<file path="config.mk">
export PLATFORM = sky130hd
export DESIGN_NAME = dmem_arbiter
export DESIGN_NICKNAME = d
export VERILOG_FILES = /design/src/rtl/dmem_arb_pkg.sv /design/src/rtl/dmem_arbiter_rr_pick.sv /design/src/rtl/dmem_arbiter.sv
export SDC_FILE = /design/constraint.sdc
export NUM_CORES = 1
export LEC_CHECK = 0
export BUFFER_PORTS_ARGS = -buffer_cell sky130_fd_sc_hd__buf_2
export CORE_ASPECT_RATIO = 0.8
export CORE_MARGIN = 5
export CORE_UTILIZATION = 41
export DETAILED_ROUTE_END_ITERATION = 8
export PLACE_DENSITY = 0.76
export SYNTH_ARGS = -nofsm -noshare
export SYNTH_HDL_FRONTEND = slang
export SYNTH_SLANG_ARGS = --single-unit
</file>
<file path="constraint.sdc">
create_clock -name clk -period 2.25 [get_ports clk]
set_input_delay 0.225 -clock clk [delete_from_list [all_inputs] [get_ports clk]]
set_output_delay 0.225 -clock clk [all_outputs]
set_load 0.005 [all_outputs]
</file>
<file path="src/rtl/dmem_arb_pkg.sv">
// Shared definitions for the data-memory arbiter: sequencer states,
// requester-count limit and the width of a requester index.
package dmem_arb_pkg;

  localparam int MAX_REQ = 4;
  localparam int IDX_W   = 2;

  typedef enum logic [1:0] {
    IDLE   = 2'd0,
    ACCESS = 2'd1,
    RESP   = 2'd2
  } arb_state_t;

endpackage

</file>
<file path="src/rtl/dmem_arbiter_rr_pick.sv">
// Combinational round-robin selector: searches upward from last+1,
// wrapping modulo N_REQ, and returns the first active requester.
module rr_pick
  import dmem_arb_pkg::*;
#(
  parameter int N_REQ = 2
) (
  input  logic [N_REQ-1:0] req,
  input  logic [IDX_W-1:0] last,
  output logic             any,
  output logic [IDX_W-1:0] winner
);

  logic found;

  // Walk the priority ring starting just after the previous winner
  always_comb begin
    any    = |req;
    winner = '0;
    found  = 1'b0;
    for (int off = 1; off <= N_REQ; off++) begin
      for (int j = 0; j < N_REQ; j++) begin
        if (!found && req[j] && (((int'(last) + off) % N_REQ) == j)) begin
          winner = IDX_W'(j);
          found  = 1'b1;
        end
      end
    end
  end

endmodule

</file>
<file path="src/rtl/dmem_arbiter.sv">
// Shares one data-memory port between N_REQ requesters using a round-robin
// grant and an IDLE -> ACCESS -> RESP sequencer with hold-until-ack handshakes.
module dmem_arbiter
  import dmem_arb_pkg::*;
#(
  parameter int N_REQ  = 2,
  parameter int ADDR_W = 6,
  parameter int DATA_W = 32
) (
  input  logic                    clk,
  input  logic                    rst,
  input  logic [N_REQ-1:0]        req,
  input  logic [N_REQ-1:0]        req_we,
  input  logic [N_REQ*ADDR_W-1:0] req_addr,
  input  logic [N_REQ*DATA_W-1:0] req_wdata,
  output logic [N_REQ-1:0]        ack,
  output logic [DATA_W-1:0]       rdata,
  output logic                    busy,
  output logic [ADDR_W-1:0]       mem_addr,
  output logic [DATA_W-1:0]       mem_din,
  output logic                    mem_we,
  input  logic [DATA_W-1:0]       mem_dout
);

  arb_state_t        state_q, state_d;
  logic [IDX_W-1:0]  last_q;
  logic [IDX_W-1:0]  win_q;
  logic              we_q;
  logic [ADDR_W-1:0] addr_q;
  logic [DATA_W-1:0] wdata_q;
  logic [DATA_W-1:0] rdata_q;

  logic              pick_any;
  logic [IDX_W-1:0]  pick_idx;
  logic              sel_we;
  logic [ADDR_W-1:0] sel_addr;
  logic [DATA_W-1:0] sel_wdata;

  logic              grant;
  logic              capture;
  logic              finish;

  rr_pick #(
    .N_REQ (N_REQ)
  ) u_pick (
    .req    (req),
    .last   (last_q),
    .any    (pick_any),
    .winner (pick_idx)
  );

  // Route the chosen requester's command fields toward the latches
  always_comb begin
    sel_we    = 1'b0;
    sel_addr  = '0;
    sel_wdata = '0;
    for (int i = 0; i < N_REQ; i++) begin
      if (pick_idx == IDX_W'(i)) begin
        sel_we    = req_we[i];
        sel_addr  = req_addr[i*ADDR_W +: ADDR_W];
        sel_wdata = req_wdata[i*DATA_W +: DATA_W];
      end
    end
  end

  // Sequencer state register; reset aborts any access in flight
  always_ff @(posedge clk or posedge rst) begin
    if (rst) begin
      state_q <= IDLE;
    end else begin
      state_q <= state_d;
    end
  end

  // Next-state logic and per-state strobes; arbitration only happens in IDLE
  always_comb begin
    state_d = state_q;
    grant   = 1'b0;
    capture = 1'b0;
    finish  = 1'b0;
    case (state_q)
      IDLE: begin
        if (pick_any) begin
          grant   = 1'b1;
          state_d = ACCESS;
        end
      end
      ACCESS: begin
        capture = 1'b1;
        state_d = RESP;
      end
      RESP: begin
        finish  = 1'b1;
        state_d = IDLE;
      end
      default: begin
        state_d = IDLE;
      end
    endcase
  end

  // Latch the granted transaction so it completes even if req drops
  always_ff @(posedge clk or posedge rst) begin
    if (rst) begin
      win_q   <= '0;
      we_q    <= 1'b0;
      addr_q  <= '0;
      wdata_q <= '0;
    end else if (grant) begin
      win_q   <= pick_idx;
      we_q    <= sel_we;
      addr_q  <= sel_addr;
      wdata_q <= sel_wdata;
    end
  end

  // Remember the last served port; reset value makes port 0 win first
  always_ff @(posedge clk or posedge rst) begin
    if (rst) begin
      last_q <= IDX_W'(N_REQ - 1);
    end else if (finish) begin
      last_q <= win_q;
    end
  end

  // Capture memory output at the end of ACCESS; held until the next access
  always_ff @(posedge clk or posedge rst) begin
    if (rst) begin
      rdata_q <= '0;
    end else if (capture) begin
      rdata_q <= mem_dout;
    end
  end

  // Decode outputs from state so reset clears them without waiting for a clock
  always_comb begin
    ack = '0;
    for (int i = 0; i < N_REQ; i++) begin
      ack[i] = (state_q == RESP) && (win_q == IDX_W'(i));
    end
    busy     = (state_q != IDLE);
    mem_we   = (state_q == ACCESS) && we_q;
    mem_addr = addr_q;
    mem_din  = wdata_q;
    rdata    = rdata_q;
  end

endmodule

</file>
* Word level (Yosys, flattened, before mapping)
Index checks and enable logic that the tools add are counted.
** Word-level totals
- Bits in registers :: 75
- Output and inout bits :: 74
- Word-level logic and storage cells :: 56
- Input port bits :: 114
** Cells by class
- Muxes and demuxes :: 18
- Add/subtract/negate cells :: 2
- Equal/unequal tests :: 7
- Reductions and logical operators :: 20
- Bitwise operators :: 2
** Operator list (count)
- $logic_not A32 Y1 :: 2
- $mux W32 :: 2
- $mux W1 :: 12
- $mux W6 :: 2
- $logic_and A1 B1 Y1 :: 10
- $eq A2 B2 Y1 const B :: 3
- $logic_not A2 Y1 :: 3
- $pmux W2 S2 :: 1
- $logic_not A1 Y1 :: 3
- $add A1 B1 Y1 const B :: 2
- $and A1 B1 Y1 const A :: 2
- $eq A1 B1 Y1 const B :: 2
- $eq A2 B1 Y1 const B :: 1
- $mux W2 :: 1
- $ne A2 B2 Y1 const B :: 1
- $reduce_bool A2 Y1 :: 1
- $reduce_or A2 Y1 :: 1

* Logic depth before layout (Yosys ltp)
Gate-level depths: netlist (run 1).
- Depth in word-level cells :: 20
- Depth in mapped cells :: 6
- Gate-level depth less buffers :: 4

* Cells and area by module
From an unflattened synthesis (run 1), not the netlist that was laid out.
** Unflattened totals
- Cells, all modules :: 225
- Area, all modules :: 3340.7 sq um
** By module, submodules not included
- dmem_arbiter :: cells an instance 221, instances 1, area an instance 3315.7 sq um, sequential area each 1928.1 sq um
- rr_pick :: cells an instance 4, instances 1, area an instance 25.0 sq um, sequential area each 0.0 sq um

* Worst setup path after synthesis (run 1)
No wires, ideal clock.
- Path type :: flip-flop to flip-flop
- Start :: register last_q[0]
- End :: register wdata_q[10], in the netlist mem_din[10]
- Setup time :: 0.125 ns
- Arrival :: 1.373 ns
- Stages on the path, launching flop included :: 5
- Setup slack :: 0.752 ns
- Period minus slack after synthesis :: 1.498 ns
- Buffers on the path :: 1
- Data required time :: 2.125 ns
- Path through :: dfstp_2 > a21bo_4 > buf_6 > mux2_4 > mux2_4
** On the way
- Longest elaborated chain between the ends :: 20
- Elaborated cells on any way between the ends :: 28
- Those cells by class :: add/sub (2); eq/ne (3); mux (8); bitwise (2); reduce/logical (13)
** RTL lines
- start: declaration :: line dmem_arbiter.sv:26 : logic [IDX_W-1:0] last_q;
- start signal: assignment :: line dmem_arbiter.sv:120 : last_q <= IDX_W'(N_REQ - 1);
- start signal: assignment :: line dmem_arbiter.sv:122 : last_q <= win_q;
- $add A1 B1 Y1 :: line dmem_arbiter_rr_pick.sv:23 : if (!found && req[j] && (((int'(last) + off) % N_REQ) == j)) begin
- $and A1 B1 Y1 (no line)
- $logic_not A32 Y1 :: line dmem_arbiter_rr_pick.sv:23
- $logic_and A1 B1 Y1 :: line dmem_arbiter_rr_pick.sv:23
- $mux W1 :: line dmem_arbiter_rr_pick.sv:23
- $logic_not A1 Y1 :: line dmem_arbiter_rr_pick.sv:23
- $logic_and A1 B1 Y1 (2 in a row) :: line dmem_arbiter_rr_pick.sv:23
- $mux W1 :: line dmem_arbiter_rr_pick.sv:23
- $logic_not A1 Y1 :: line dmem_arbiter_rr_pick.sv:23
- $logic_and A1 B1 Y1 (2 in a row) :: line dmem_arbiter_rr_pick.sv:23
- $mux W1 :: line dmem_arbiter_rr_pick.sv:23
- $logic_not A1 Y1 :: line dmem_arbiter_rr_pick.sv:23
- $logic_and A1 B1 Y1 (2 in a row) :: line dmem_arbiter_rr_pick.sv:23
- $mux W1 (*) :: line dmem_arbiter_rr_pick.sv:23
- $logic_not A2 Y1 :: line dmem_arbiter.sv:58 : if (pick_idx == IDX_W'(i)) begin
- $mux W32 :: line dmem_arbiter.sv:58
- $mux W32 (*) :: line dmem_arbiter.sv:58
- end signal: assignment :: line dmem_arbiter.sv:113 : wdata_q <= sel_wdata;
- end: declaration :: line dmem_arbiter.sv:30 : logic [DATA_W-1:0] wdata_q;
Every way passes the cells marked *; elsewhere a longest branch is shown, timed or not.
A chain may end at the register's enable or synchronous reset.

* Worst setup path after layout (run 1)
- Start :: register last_q[0]
- End :: register wdata_q[17], in the netlist mem_din[17]
The elaborated chain is that of the path after synthesis.

==> summary.txt, run 1 <==
Run status
  • Status: finished, final reports clean

Global routing
  • Grt total ovfl: 0
  • Vias in the first global route: 2829
  • First-pass GRT wire length: 14.3 mm
  • Initial antenna violation count: 1
  • Gr usage total: 0.172
  • Largest net degree at the start of global routing: 47

Setup path
  • Worst r2r src: last_q[0]
  • Register-to-Register Setup Slack: 0.47 ns
  • CP max FO: 23
  • CP cell instances: a21bo_4 -> buf_4 -> mux2_4 -> mux2_4
  • Crit-path slowest cell: dfstp_2
  • Crit path required time: 2.47 ns
  • Startpoint types: flop
  • Crit. End Element: flop
  • FF-to-FF End: mem_din[17]
  • Data arrival, critical path: 2.00 ns
  • Largest stage delay, worst path: 0.55 ns
  • Setup CP Type: flop to flop
  • Cells on worst reg2reg path: 4
  • CP dominant cell by count: mux2_4

Synthesis
  • Syn avg cell area: 13.0 µm²
  • Ys Warns: 0
  • Main synth FF type: dfrtp_1
  • Post-Synthesis Cells: 279
  • Synth Register Bits: 75
  • Syn Std Cell Area: 3620 µm²
  • FFs w/ async S/R, synth: 1.00
  • Post-synth EDFFs: 0
  • Register area share after synthesis: 0.519
  • Mapped Nets: 393
  • Synth cell types: 16

STA
  • Total negative setup slack: 0 ns
  • Hold slack: 0.0658 ns
  • Hold Vio Cnt, Final: 0
  • Worst relative slew slack: 0.644
  • Highest Clock Rate: 562 MHz
  • Measured slew at the worst slew-check pin: 0.534 ns
  • Slew Viols, Final: 0
  • Crit share post-route: 0.791
  • Fin crit period: 1.78 ns
  • Setup-failing EPs final: 0
  • Unrepaired setup endpoints after global routing: no
  • Worst Clk Skew: 0.00780 ns

Power
  • Leakage: 0.00275 µW
  • Worst VDD drop: 0.000719 V
  • Pwr Density: 1280 nW/µm²

Clocking
  • Clk root buf: clkbuf_8
  • CTS sink cnt: 75
  • Worst-Skew Late Latency: 0.34 ns
  • Clock transition at the registers of the reported paths: 0.07 ns
  • CTS tree: built
  • Max clock buf depth: 2
  • Post-CTS Setup Inserts: 0
  • CTS H-tree lvls: 3
  • Num CTS Buffers: 9

Layout
  • Most frequent cells in the layout: buf_2 (187), nand2_1 (96), mux2_4 (76)
  • # nets final: 584
  • Area grow syn2layout: 33.4%
  • Final core occ: 0.564
  • # diodes: 0
  • Fraction of layout cells with a size suffix above 1: 0.605
  • Most common cell after layout, fill and taps aside: buf_2

Flow run
  • Max Cap Violations: 0

Die
  • Die height: 94.0 µm
  • Die footprint: 10800 µm²
  • Row cnt: 30
  • Core area: 8560 µm²
  • Initial Util: 0.423
  • Chip width: 115 µm
  • I/O pins: 188

Routing
  • Drt pass-1 iters: 4
  • Wire per inst: 15.5 µm
  • Iteration-0 DRC Markers: 113
  • Final ANT Viol Nets: 0
  • Routed via count: 2673
  • Total routed wirelength: 9.10 mm
  • Drt drc: 0
  • Via/cell ratio: 4.56

Worst hold path
  • Hold Path Cell Cnt: 3
  • Worst Hold Class: primary input to flop
  • Hold wc startpoint: mem_dout[19]
  • Min-Delay Endpoint: rdata[19]

Place
  • Port Buffers: 187
  • Routability cong.: 0.776
  • Hpwl dp: 6.92 mm
-- report_power, final --
part	leakage (µW)	switching, µW	internal, µW	total [µW]
sequential	0.000897	359	2040	2400
clock	0.0000902	470	505	974
combinational	0.00177	1220	1570	2790
-- flip-flops by register name, summed over array words and instances (netlist names) --
signal / flops
rdata: 32
we_q: 1
mem_din: 32
last_q: 1
win_q: 1
state_q: 2
mem_addr: 6
-- layout make-up --
type / instances / area, µm²
Clock inverter: 3 / 40.0
Multi-Input combinational cell: 185 / 1610
Timing Repair Buffer: 195 / 1010
Tap cell: 112 / 140
Clock buffer: 12 / 135
Sequential cell: 75 / 1880
Fill cell: 720 / 3730
Inverter: 4 / 16.3
-- stage by stage --
stage / area, µm² / power [µW] / setup WS [ns] / std cells
after floorplan: 3620 / 4200 / 0.117 / 279
after global placement: 4640 / 5150 / 0.540 / 570
after detailed placement: 4640 / 5260 / 0.478 / 570
after CTS: 4830 / 6280 / 0.466 / 586
after global routing: 4830 / 6630 / 0.420 / 586
final: 4830 / 6160 / 0.470 / 586
-- cell usage after synthesis, types with 2 or more instances --
| library cell | n | area [µm²] |
|---|---|---|
| clkbuf_1 | 4 | 15.0 |
| mux2_4 | 76 | 1140 |
| nand2b_1 | 2 | 12.5 |
| nor2_1 | 4 | 15.0 |
| inv_1 | 4 | 15.0 |
| mux2i_1 | 3 | 30.0 |
| nand2_1 | 96 | 360 |
| dfrtp_1 | 74 | 1850 |
| buf_6 | 8 | 90.1 |
| buf_1 | 2 | 7.51 |
-- what timing repair did --
action	CTS	global route
endpoints found under the hold margin	29	0
hold buffers	1	0
resized for setup	0	0
-- critical path, delay by kind of cell (launching register included) --
family | cells | cell delay (ns)
mux | 2 | 0.60
flops | 1 | 0.55
compound gates | 1 | 0.12
buf+inv | 1 | 0.38
-- routing by layer --
layer  track usage  up-vias  part of all wire
met2         0.259      134              0.45
met3        0.0863       11              0.12
li1              -     1290                 -
met4        0.0587        2             0.012
met5             0        -            0.0014
met1         0.214     1236              0.42
-- cells by family after synthesis --
logic type / after synthesis / synth area share
AO/OA/AOI/OAI: 2 / 0.00657
multiplexers: 79 / 0.324
flip-flops: 75 / 0.519
buffers and inverters: 19 / 0.0366
AND/OR/NAND/NOR: 104 / 0.114
-- worst max-delay path by stage --
stage	startpoint	end	slack [ns]
after floorplan	rst	mem_addr[0]	0.12
after global placement	last_q[0]	mem_din[15]	0.54
after detailed placement	last_q[0]	mem_addr[5]	0.48
after CTS	last_q[0]	mem_din[11]	0.47
after global routing	last_q[0]	mem_din[17]	0.42
final	last_q[0]	mem_din[17]	0.47
(Power assumes the default switching activity.)
==> inputs of run 2 (changes only) <==
ABC_AREA = 1   (was unset)
CORE_UTILIZATION = 45   (was 41)
PLACE_DENSITY = 0.8   (was 0.76)
clock period = 1.9 ns   (was 2.25 ns; I/O delays follow)
==> summary.txt, run 2 <==
Layout
  • Area grow syn2layout: 35.9%
  • Area occupied by multi-input gates: 1270 µm²
  • Filler cells: 711
  • Most frequent cells in the layout: nand2_1 (220), buf_2 (187), inv_1 (83)
  • Fraction of layout cells with a size suffix above 1: 0.320
  • Register Area: 1880 µm²
  • # nets final: 791
  • Most common cell after layout, fill and taps aside: nand2_1

STA
  • Setup-failing EPs final: 0
  • Measured slew at the worst slew-check pin: 0.977 ns
  • Fin crit period: 1.59 ns
  • Highest Clock Rate: 628 MHz
  • Total negative setup slack: 0 ns
  • Hold Vio Cnt, Final: 0
  • Slew Viols, Final: 0
  • Setup WS post-layout: 0.307 ns
  • Worst Clk Skew: 0.00352 ns
  • Crit share post-route: 0.838
  • Unrepaired setup endpoints after global routing: no
  • Worst relative slew slack: 0.346

Place
  • Routability cong.: 0.787
  • Hpwl dp: 7.60 mm
  • Pre-CTS setup slack: 0.430 ns
  • Port Buffers: 187

Setup path
  • Crit. path cell count: 5
  • CP cell instances: inv_1 -> nand2_1 -> buf_4 -> nor2_1 -> buf_2
  • Startpoint types: flop
  • CP max FO: 33
  • CP bufs+invs: 3
  • Crit path required time: 1.71 ns
  • Setup CP Type: flop to primary output
  • Register-to-Register Setup Slack: 0.47 ns
  • Crit. End Element: primary output
  • Largest stage delay, worst path: 0.38 ns
  • Data arrival, critical path: 1.40 ns
  • Top cell family by delay on the critical path: buffers and inverters
  • Crit-path slowest cell: dfrtp_1
  • Cells on worst reg2reg path: 6

Die
  • Die footprint: 9860 µm²
  • I/O pins: 188
  • Core area: 7840 µm²
  • Initial Util: 0.457
  • Chip width: 110 µm
  • Row cnt: 29
  • Die height: 89.8 µm

Global routing
  • First-pass GRT wire length: 16.4 mm
  • Met3 GRT Util: 0.0501
  • GR peak layer: met2
  • Grt total ovfl: 0
  • Grt met2 use: 0.345
  • Gr usage total: 0.206
  • Vias in the first global route: 3584
  • Largest net degree at the start of global routing: 42
  • GR Util met1: 0.257
  • Initial antenna violation count: 0

Routing
  • Routed via count: 3591
  • Final ANT Viol Nets: 0
  • Via/cell ratio: 4.54
  • Total routed wirelength: 10.1 mm
  • Wire per inst: 12.7 µm
  • Drt drc: 0
  • Iteration-0 DRC Markers: 168
  • Drt pass-1 iters: 5

Worst hold path
  • Hold Path Cell Cnt: 3
  • Worst Hold Class: primary input to flop

Power
  • Leakage: 0.00309 µW
  • Pwr Density: 1450 nW/µm²
  • Worst VDD drop: 0.000637 V

Synthesis
  • Yosys top cell by area: dfrtp_1
  • Syn avg cell area: 7.27 µm²
  • Post-Synthesis Cells: 493
  • Top-area cell type share of the netlist area: 0.517
  • Ys Warns: 0
  • Post-synth EDFFs: 0
  • Most frequent cell after synthesis: nand2_1
  • Main synth FF type: dfrtp_1
  • Register area share after synthesis: 0.524
  • Synth cell types: 12
  • Mapped Nets: 607
  • Syn Std Cell Area: 3580 µm²
  • Most instantiated cells after synthesis: nand2_1 (220), inv_1 (84), nand3_1 (78), dfrtp_1 (74), buf_2 (18)
  • Synth Register Bits: 75
  • FFs w/ async S/R, synth: 1.00
  • Top cells by area, synth: dfrtp_1 (52%), nand2_1 (23%), nand3_1 (11%)

Clocking
  • Worst-Skew Late Latency: 0.33 ns
  • Clk root buf: clkbuf_8
  • CTS H-tree lvls: 3
  • CTS sink cnt: 75
  • Num CTS Buffers: 9
  • Max clock buf depth: 2
  • Clock transition at the registers of the reported paths: 0.08 ns
  • Post-CTS Setup Inserts: 0
  • CTS tree: built

Flow run
  • Max Cap Violations: 0

Run status
  • Status: finished, final reports clean
run 2: tightest hold or removal path, delay by kind of cell:
family | cells | cell delay [ns]
AND/OR/NAND/NOR | 2 | 0.08
buffers and inverters | 1 | 0.07
run 2: repair_timing:
item / CTS / global route
gates resized for setup: 0 / 0
hold buffers: 1 / 0
endpoints found under the hold margin: 25 / 0
run 2: cells by family after synthesis:
logic type,count (synthesis),share of synthesized area
DFF,75,0.524
buffers and inverters,111,0.125
AOI/OAI and AO/OA,3,0.00524
and+or+nand+nor,304,0.346
run 2: stage by stage:
stage	util	hold slack (ns)	instances	power [µW]	area, µm²
floorplan	-	0.300	493	4430	3590
global placement	0.592	0.305	773	5680	4640
detailed placement	0.592	0.317	773	5820	4640
CTS	0.621	0.0252	790	7170	4870
global route	0.621	0.0175	790	7670	4870
finish	0.622	0.0455	791	7070	4870
run 2: cell type report:
type / count / area share
antenna: 1 / 0.000514
clock inverter: 6 / 0.0182
multi-input combinational: 307 / 0.261
timing repair buffer: 200 / 0.215
clock buffer: 10 / 0.0262
sequential: 75 / 0.385
tap: 108 / 0.0277
inverter: 84 / 0.0655
run 2: power by group:
part / leakage, µW / internal, µW / switching (µW) / total, µW
sequential: 0.000915 / 2400 / 454 / 2860
clock: 0.000103 / 742 / 573 / 1320
combinational: 0.00207 / 1210 / 1690 / 2900
total: 0.00309 / 4350 / 2720 / 7070
run 2: metal layers:
metal  wire, µm  part of all wire
met3        733             0.073
met2       4970              0.49
met5          0                 0
met1       4180              0.41
met4        194             0.019
run 2: path summary, 6_finish.rpt:
check | startpoint | endpoint
worst min-delay path | mem_dout[3] | rdata[3]
max in group asynchronous | rst | mem_din[18]
worst max-delay path | state_q[1] | mem_we
worst max register to register | state_q[1] | mem_din[23]
worst min register to register | mem_din[8] | mem_din[8]
min in group asynchronous | rst | rdata[29]
